==> src/rtl/calc_pkg.sv <==
// Shared definitions for the calculator-mode sequencer: key codes, ALU operator
// encoding, sequencer states and small datapath helpers.
package calc_pkg;

    localparam logic [3:0] KEY_ADD   = 4'd10;
    localparam logic [3:0] KEY_SUB   = 4'd11;
    localparam logic [3:0] KEY_MUL   = 4'd12;
    localparam logic [3:0] KEY_EQ    = 4'd13;
    localparam logic [3:0] KEY_SEL_B = 4'd14;
    localparam logic [3:0] KEY_SEL_A = 4'd15;

    typedef enum logic [1:0] {
        ADD = 2'd0,
        SUB = 2'd1,
        MUL = 2'd2
    } alu_op_t;

    typedef enum logic [1:0] {
        ENTRY = 2'd0,
        START = 2'd1,
        WAIT  = 2'd2,
        SHOW  = 2'd3
    } seq_state_t;

    function automatic logic is_digit(input logic [3:0] code);
        return (code <= 4'd9);
    endfunction

    function automatic logic [31:0] append_digit(input logic [31:0] val, input logic [3:0] d);
        return (val * 32'd10) + {28'd0, d};
    endfunction

    function automatic alu_op_t key_to_op(input logic [3:0] code);
        case (code)
            KEY_SUB: return SUB;
            KEY_MUL: return MUL;
            default: return ADD;
        endcase
    endfunction

endpackage

==> src/rtl/key_debounce.sv <==
// Keypad debouncer: emits a one-cycle accept pulse once a code has been held
// stable long enough, then stays disarmed until the key has been released.
module key_debounce #(
    parameter int DEBOUNCE = 4
) (
    input  logic       clk,
    input  logic       rst_n,
    input  logic       key_pressed,
    input  logic [3:0] key_code,
    output logic       key_acc,
    output logic [3:0] key_val
);

    localparam int CW = (DEBOUNCE < 1) ? 1 : $clog2(DEBOUNCE + 1);
    localparam logic [CW-1:0] CNT_MAX = CW'(DEBOUNCE);
    localparam logic [CW-1:0] CNT_ONE = CW'(1);
    localparam logic [CW-1:0] CNT_ZERO = {CW{1'b0}};

    logic [CW-1:0] press_cnt_r;
    logic [CW-1:0] rel_cnt_r;
    logic [CW-1:0] press_next_s;
    logic [3:0]    code_r;
    logic [3:0]    key_val_r;
    logic          armed_r;
    logic          key_acc_r;

    // Stable-press count for this cycle; a new press or changed code restarts at one.
    always_comb begin
        press_next_s = press_cnt_r;
        if ((press_cnt_r == CNT_ZERO) || (key_code != code_r)) begin
            press_next_s = CNT_ONE;
        end else if (press_cnt_r < CNT_MAX) begin
            press_next_s = press_cnt_r + CNT_ONE;
        end else begin
            press_next_s = press_cnt_r;
        end
    end

    // Press/release counting and accept pulse generation.
    always_ff @(posedge clk) begin
        if (!rst_n) begin
            press_cnt_r <= CNT_ZERO;
            rel_cnt_r   <= CNT_ZERO;
            code_r      <= 4'd0;
            key_val_r   <= 4'd0;
            armed_r     <= 1'b1;
            key_acc_r   <= 1'b0;
        end else begin
            key_acc_r <= 1'b0;
            if (key_pressed) begin
                press_cnt_r <= press_next_s;
                code_r      <= key_code;
                rel_cnt_r   <= CNT_ZERO;
                if (armed_r && (press_next_s == CNT_MAX)) begin
                    key_acc_r <= 1'b1;
                    key_val_r <= key_code;
                    armed_r   <= 1'b0;
                end
            end else begin
                press_cnt_r <= CNT_ZERO;
                if (!armed_r) begin
                    if ((rel_cnt_r + CNT_ONE) == CNT_MAX) begin
                        armed_r   <= 1'b1;
                        rel_cnt_r <= CNT_ZERO;
                    end else begin
                        rel_cnt_r <= rel_cnt_r + CNT_ONE;
                    end
                end
            end
        end
    end

    assign key_acc = key_acc_r;
    assign key_val = key_val_r;

endmodule

==> src/rtl/calc_sequencer.sv <==
// Calculator-mode sequencer: assembles operands and operator from debounced keys,
// runs the shared ALU through a start/done handshake and holds the result.
module calc_sequencer
    import calc_pkg::*;
#(
    parameter int DEBOUNCE    = 4,
    parameter int MAX_DIGITS  = 2,
    parameter int ALU_TIMEOUT = 64
) (
    input  logic        clk,
    input  logic        rst_n,
    input  logic        key_pressed,
    input  logic [3:0]  key_code,
    input  logic        alu_done,
    input  logic [31:0] alu_result,
    output logic [31:0] operand_a,
    output logic [31:0] operand_b,
    output logic [1:0]  alu_op,
    output logic        alu_start,
    output logic [31:0] result,
    output logic        show_result,
    output logic        busy,
    output logic        led_a,
    output logic        led_b,
    output logic        error
);

    localparam int DW = $clog2(MAX_DIGITS + 1);
    localparam int TW = $clog2(ALU_TIMEOUT + 1);
    localparam logic [DW-1:0] DIG_MAX  = DW'(MAX_DIGITS);
    localparam logic [DW-1:0] DIG_ONE  = DW'(1);
    localparam logic [DW-1:0] DIG_ZERO = {DW{1'b0}};
    localparam logic [TW-1:0] TMO_LAST = TW'(ALU_TIMEOUT - 1);
    localparam logic [TW-1:0] TMO_ONE  = TW'(1);

    logic        key_acc_s;
    logic [3:0]  key_val_s;

    seq_state_t  state_r;
    alu_op_t     alu_op_r;
    logic [31:0] operand_a_r;
    logic [31:0] operand_b_r;
    logic [31:0] result_r;
    logic [DW-1:0] cnt_a_r;
    logic [DW-1:0] cnt_b_r;
    logic [TW-1:0] tmo_r;
    logic        sel_b_r;
    logic        op_valid_r;
    logic        alu_start_r;
    logic        show_r;
    logic        busy_r;
    logic        error_r;

    key_debounce #(
        .DEBOUNCE(DEBOUNCE)
    ) u_key_debounce (
        .clk        (clk),
        .rst_n      (rst_n),
        .key_pressed(key_pressed),
        .key_code   (key_code),
        .key_acc    (key_acc_s),
        .key_val    (key_val_s)
    );

    // Sequencer FSM with operand, operator and result registers.
    always_ff @(posedge clk) begin
        if (!rst_n) begin
            state_r     <= ENTRY;
            alu_op_r    <= ADD;
            operand_a_r <= 32'd0;
            operand_b_r <= 32'd0;
            result_r    <= 32'd0;
            cnt_a_r     <= DIG_ZERO;
            cnt_b_r     <= DIG_ZERO;
            tmo_r       <= {TW{1'b0}};
            sel_b_r     <= 1'b0;
            op_valid_r  <= 1'b0;
            alu_start_r <= 1'b0;
            show_r      <= 1'b0;
            busy_r      <= 1'b0;
            error_r     <= 1'b0;
        end else begin
            case (state_r)
                ENTRY: begin
                    if (key_acc_s) begin
                        error_r <= 1'b0;
                        if (is_digit(key_val_s)) begin
                            if (sel_b_r) begin
                                if (cnt_b_r < DIG_MAX) begin
                                    operand_b_r <= append_digit(operand_b_r, key_val_s);
                                    cnt_b_r     <= cnt_b_r + DIG_ONE;
                                end
                            end else if (cnt_a_r < DIG_MAX) begin
                                operand_a_r <= append_digit(operand_a_r, key_val_s);
                                cnt_a_r     <= cnt_a_r + DIG_ONE;
                            end
                        end else begin
                            case (key_val_s)
                                KEY_ADD, KEY_SUB, KEY_MUL: begin
                                    alu_op_r    <= key_to_op(key_val_s);
                                    op_valid_r  <= 1'b1;
                                    sel_b_r     <= 1'b1;
                                    operand_b_r <= 32'd0;
                                    cnt_b_r     <= DIG_ZERO;
                                end
                                KEY_EQ: begin
                                    if (op_valid_r) begin
                                        state_r     <= START;
                                        alu_start_r <= 1'b1;
                                        busy_r      <= 1'b1;
                                    end
                                end
                                KEY_SEL_B: begin
                                    sel_b_r     <= 1'b1;
                                    operand_b_r <= 32'd0;
                                    cnt_b_r     <= DIG_ZERO;
                                end
                                KEY_SEL_A: begin
                                    sel_b_r     <= 1'b0;
                                    operand_a_r <= 32'd0;
                                    cnt_a_r     <= DIG_ZERO;
                                end
                                default: ;
                            endcase
                        end
                    end
                end
                START: begin
                    alu_start_r <= 1'b0;
                    tmo_r       <= {TW{1'b0}};
                    state_r     <= WAIT;
                end
                WAIT: begin
                    // alu_done takes priority; keys accepted here are dropped.
                    if (alu_done) begin
                        result_r <= alu_result;
                        busy_r   <= 1'b0;
                        show_r   <= 1'b1;
                        state_r  <= SHOW;
                    end else if (tmo_r == TMO_LAST) begin
                        result_r <= 32'd0;
                        error_r  <= 1'b1;
                        busy_r   <= 1'b0;
                        show_r   <= 1'b1;
                        state_r  <= SHOW;
                    end else begin
                        tmo_r <= tmo_r + TMO_ONE;
                    end
                end
                SHOW: begin
                    if (key_acc_s) begin
                        error_r <= 1'b0;
                        show_r  <= 1'b0;
                        state_r <= ENTRY;
                        if (is_digit(key_val_s)) begin
                            operand_a_r <= {28'd0, key_val_s};
                            operand_b_r <= 32'd0;
                            cnt_a_r     <= DIG_ONE;
                            cnt_b_r     <= DIG_ZERO;
                            op_valid_r  <= 1'b0;
                            sel_b_r     <= 1'b0;
                        end else begin
                            case (key_val_s)
                                KEY_ADD, KEY_SUB, KEY_MUL: begin
                                    // Chain: the held result becomes operand A.
                                    operand_a_r <= result_r;
                                    cnt_a_r     <= DIG_MAX;
                                    operand_b_r <= 32'd0;
                                    cnt_b_r     <= DIG_ZERO;
                                    alu_op_r    <= key_to_op(key_val_s);
                                    op_valid_r  <= 1'b1;
                                    sel_b_r     <= 1'b1;
                                end
                                KEY_EQ: begin
                                    state_r     <= START;
                                    alu_start_r <= 1'b1;
                                    busy_r      <= 1'b1;
                                end
                                KEY_SEL_B: begin
                                    sel_b_r     <= 1'b1;
                                    operand_b_r <= 32'd0;
                                    cnt_b_r     <= DIG_ZERO;
                                end
                                KEY_SEL_A: begin
                                    sel_b_r     <= 1'b0;
                                    operand_a_r <= 32'd0;
                                    cnt_a_r     <= DIG_ZERO;
                                end
                                default: ;
                            endcase
                        end
                    end
                end
                default: begin
                    state_r     <= ENTRY;
                    alu_start_r <= 1'b0;
                    busy_r      <= 1'b0;
                    show_r      <= 1'b0;
                end
            endcase
        end
    end

    assign operand_a   = operand_a_r;
    assign operand_b   = operand_b_r;
    assign alu_op      = alu_op_r;
    assign alu_start   = alu_start_r;
    assign result      = result_r;
    assign show_result = show_r;
    assign busy        = busy_r;
    assign led_a       = ~sel_b_r;
    assign led_b       = sel_b_r;
    assign error       = error_r;

endmodule

==> config.mk <==
export PLATFORM = sky130hd
export DESIGN_NAME = calc_sequencer
export DESIGN_NICKNAME = d
export VERILOG_FILES = /design/src/rtl/calc_pkg.sv /design/src/rtl/key_debounce.sv /design/src/rtl/calc_sequencer.sv
export SDC_FILE = /design/constraint.sdc
export NUM_CORES = 1
export LEC_CHECK = 0
export BUFFER_PORTS_ARGS = -buffer_cell sky130_fd_sc_hd__buf_2
export CORE_MARGIN = 4
export CORE_UTILIZATION = 60
export CTS_CLUSTER_DIAMETER = 40
export DETAILED_ROUTE_END_ITERATION = 12
export GPL_ROUTABILITY_DRIVEN = 0
export PLACE_DENSITY = 0.95
export SYNTH_ARGS = -nofsm -noshare
export SYNTH_HDL_FRONTEND = slang
export SYNTH_SLANG_ARGS = --single-unit
==> constraint.sdc <==
create_clock -name clk -period 12.7 [get_ports clk]
set_input_delay 3.175 -clock clk [delete_from_list [all_inputs] [get_ports clk]]
set_output_delay 3.175 -clock clk [all_outputs]
set_load 0.01 [all_outputs]
==> flow_metrics.tcl <==
set metrics [dict create \
    r2r-start "operand_a[1]" \
    ys_warn_count 0 \
    first_pass_iters 6 \
    r2r_slack_ps 8080 \
    finalClockSkew_ps 10.3 \
    hold_path_class "reg -> reg" \
    clock_path_buffers 2 \
    ys_top_cells_by_area "dfxtp_1 25%, ha_1 15%, xnor2_1 5.5%, nor2_1 5.0%, a22oi_1 3.8%" \
    power_leakage_nw 5.67 \
    cts_root_buffer "clkbuf_16" \
    hold_end "cnt_a_r[0]" \
    slowest_delay_ps 530 \
    critPathTopFamily "compound AO/OA/AOI/OAI gates" \
    initial_core_util_pct 61.3 \
    crit_fanout 7 \
    fin_crit_sh_pct 36.4 \
    cp-start-kind "flop" \
    grt_util_met1_pct 37.0 \
    numCtsBuffers 17 \
    drt_iter0_drc 1250 \
    antenna_found_initial 0 \
    drive_gt1_share_pct 14.7 \
    cts_tree "built" \
    holdPathStages 2 \
    synthTopCellsByCount "142 x nor2_1, 133 x dfxtp_1, 126 x ha_1" \
    io_buffers 143 \
    syn_area_per_cell_sq_um 8.12 \
    grt_pass1_vias 10484 \
    outcome "complete, no violations" \
    fin_nets 1583 \
    r2r-end "operand_a[31]" \
    fin_ws_ps 8080 \
    die_x_um 141 \
    cp.arrival_ps 4950 \
    cts_hold_buf 0 \
    vias 10874 \
    crit_chain "ha_1 -> ha_1 -> fa_1 -> a21o_1 -> a221oi_4 -> a211o_2 -> nand2_1 -> a221oi_1 -> xnor2_1 -> nand4b_1 -> nor3_1 -> a21oi_1 -> or4b_1 -> o221a_1" \
    async_flop_share_pct 0 \
    ys_ff_latch 133 \
    hold_path_startpoint "cnt_a_r[0]" \
    fmax_mhz 216 \
    clock_sinks 133 \
    totalWireLength_mm 30.5 \
    grt_pass1_wl_mm 50.1 \
    grt_util_met3_pct 6.55 \
    irDropWorstVdd_uv 97.7 \
    syn_inst 1310 \
    die-area_sq_um 19900 \
    crit_start "operand_a[1]" \
    hpwlAfterDp_mm 21.3 \
    pin_count 144 \
    htree_num_levels 4 \
    hold_viol 0 \
    utilization_pct 69.6 \
    worst_setup_path_end_kind "flop" \
    antenna_cells 0 \
    ys_seq_area_share_pct 25.0 \
    synth_edf_count 0 \
    ff2ff_path_depth 14 \
    core_area_sq_um 17400 \
    setup_viol 0 \
    critPathBufInv 0 \
    cts_resized 0 \
    overflow 0 \
    route.detailed.drc 0 \
    yosys.area.top_type_share_pct 25.0 \
    syn_nets 1480 \
    grt_setup_unrepaired "false" \
    cap_violations 0 \
    crit_top_cell "ha_1" \
    die_h_um 141 \
    syn_to_final_growth_pct 13.4 \
    worstMarginPinSlew_ps 1250 \
    post_cts_buffers 0 \
    grt_max_degree 63 \
    holdWs_ps 487 \
    synth_most_common_cell "nor2_1" \
    finalSetupTns_ps 0 \
    slowest_stage "or4b_1" \
    fin_crit_ps 4620 \
    p_per_area_nw_per_um2 81.2 \
    relSlewSlack_pct 16.6 \
    synth_area_leader_cell "dfxtp_1" \
    busiest_layer "met2" \
    synth.distinct_cells 87 \
    grtUsageTotal_pct 30.0 \
    slew_viol_final 0 \
    wire_per_inst_um 18.4 \
    grt_util_met2_pct 49.7 \
    rows 48 \
    cts.clk_slew.worst_paths_ps 60 \
    ys_dominant_reg_cell "dfxtp_1" \
    required_ps 13030 \
    ant_nets 0 \
    via_per_inst 6.59 \
    dpl_worst_slack_ps 7850 \
    clk_latency_ps 440 \
    crit_type "reg -> reg" \
    netlist_area_sq_um 10600 \
]
## worst reg2reg max path, delay by kind of cell, from the launching register on
family                   cells  cell delay, ps
XOR/XNOR                     1             230
AO/OA/AOI/OAI                6            1510
adder cells (fa/ha/maj)      3             930
AND/OR/NAND/NOR              4            1380
flip-flops                   1             470
## state kept, by name (all words and copies together) (netlist names), 2 cells and up
signal / cells
result: 32
tmo_r: 7
operand_a: 32
u_key_debounce.rel_cnt_r: 3
cnt_b_r: 2
u_key_debounce.press_cnt_r: 3
alu_op: 2
operand_b: 32
u_key_debounce.key_val: 4
u_key_debounce.code_r: 4
state_r: 2
cnt_a_r: 2
## cell families (layout without fill, tap and decap cells)
logic type	Yosys count	in the layout	share of synthesized area (%)
fa+ha+maj	130	130	15.6
compound gates	359	359	23.3
flops	133	133	25.0
simple gates	463	463	22.0
buf+inv	102	218	3.76
xor+xnor	106	106	8.79
mux	17	17	1.60
## placed cells by master (no fill, tap or decap), types with 6 or more instances in the layout
master     netlist  final
nor2b_1         26     25
nor4_1           7      7
o21a_1          10     10
inv_1           35     35
nand3_1         35     35
a21boi_0         6      6
clkbuf_16        0     17
and2_1          12     12
nand2_1        104    104
buf_4            0      7
and3_1          14     14
a211oi_1         7      7
a221oi_1        29     29
o21ai_0         73     73
a31oi_1         14     14
xor2_1          38     38
or3_1           11     11
nand4_1         14     14
nor3b_1         16     16
nand2b_1        18     18
a21oi_1         65     65
nor2_1         142    142
o211ai_1         9      9
nor3_1          24     24
a21o_1          25     25
mux2i_1         17     17
o211a_1          6      6
a22oi_1         54     54
xnor2_1         67     67
buf_2            8    143
dfxtp_1        133    133
ha_1           126    126
## metrics by stage
stage	instances	instance area [sq um]	total power, W
6_report	1651	12100	0.000980
5_1_grt	1651	12100	0.000998
4_1_cts	1651	12100	0.000977
3_5_place_dp	1619	11400	0.000449
3_3_place_gp	1619	11400	0.000448
2_1_floorplan	1310	10600	0.000439
## cell type report
type / count / area [sq um]
fillers: 1210 / 5280
repair buffers: 150 / 768
clock inverters: 13 / 198
inverters: 36 / 135
clock buffers: 19 / 443
flip-flops and latches: 133 / 2660
well taps: 225 / 282
multi-input cells: 1075 / 7590
## metal layers
layer | routed length (um) | share of wire, % | up-vias
li1 | - | - | 5031
met3 | 2680 | 8.8 | 139
met4 | 1370 | 4.5 | 0
met1 | 12100 | 40 | 5085
met2 | 14300 | 47 | 619
met5 | 0 | 0 | -
## power breakdown
group	switching (W)	internal, W	leakage [nW]
logic	0.0000122	0.00000869	4.29
clock network	0.000203	0.000337	0.309
registers	0.000000944	0.000418	1.07
total	0.000216	0.000764	5.67
## worst max path at each step
stage	depth (start not counted)	endpoint	slack (ps)
after floorplan	8	u_key_debounce.key_val[0]	8270
after global routing	14	operand_a[31]	7780
after detailed placement	4	cnt_b_r[0]	7850
final	14	operand_a[31]	8080
after global placement	4	state_r[0]	7960
after CTS	14	operand_a[31]	8130
Power figures use the tool's default switching activity.
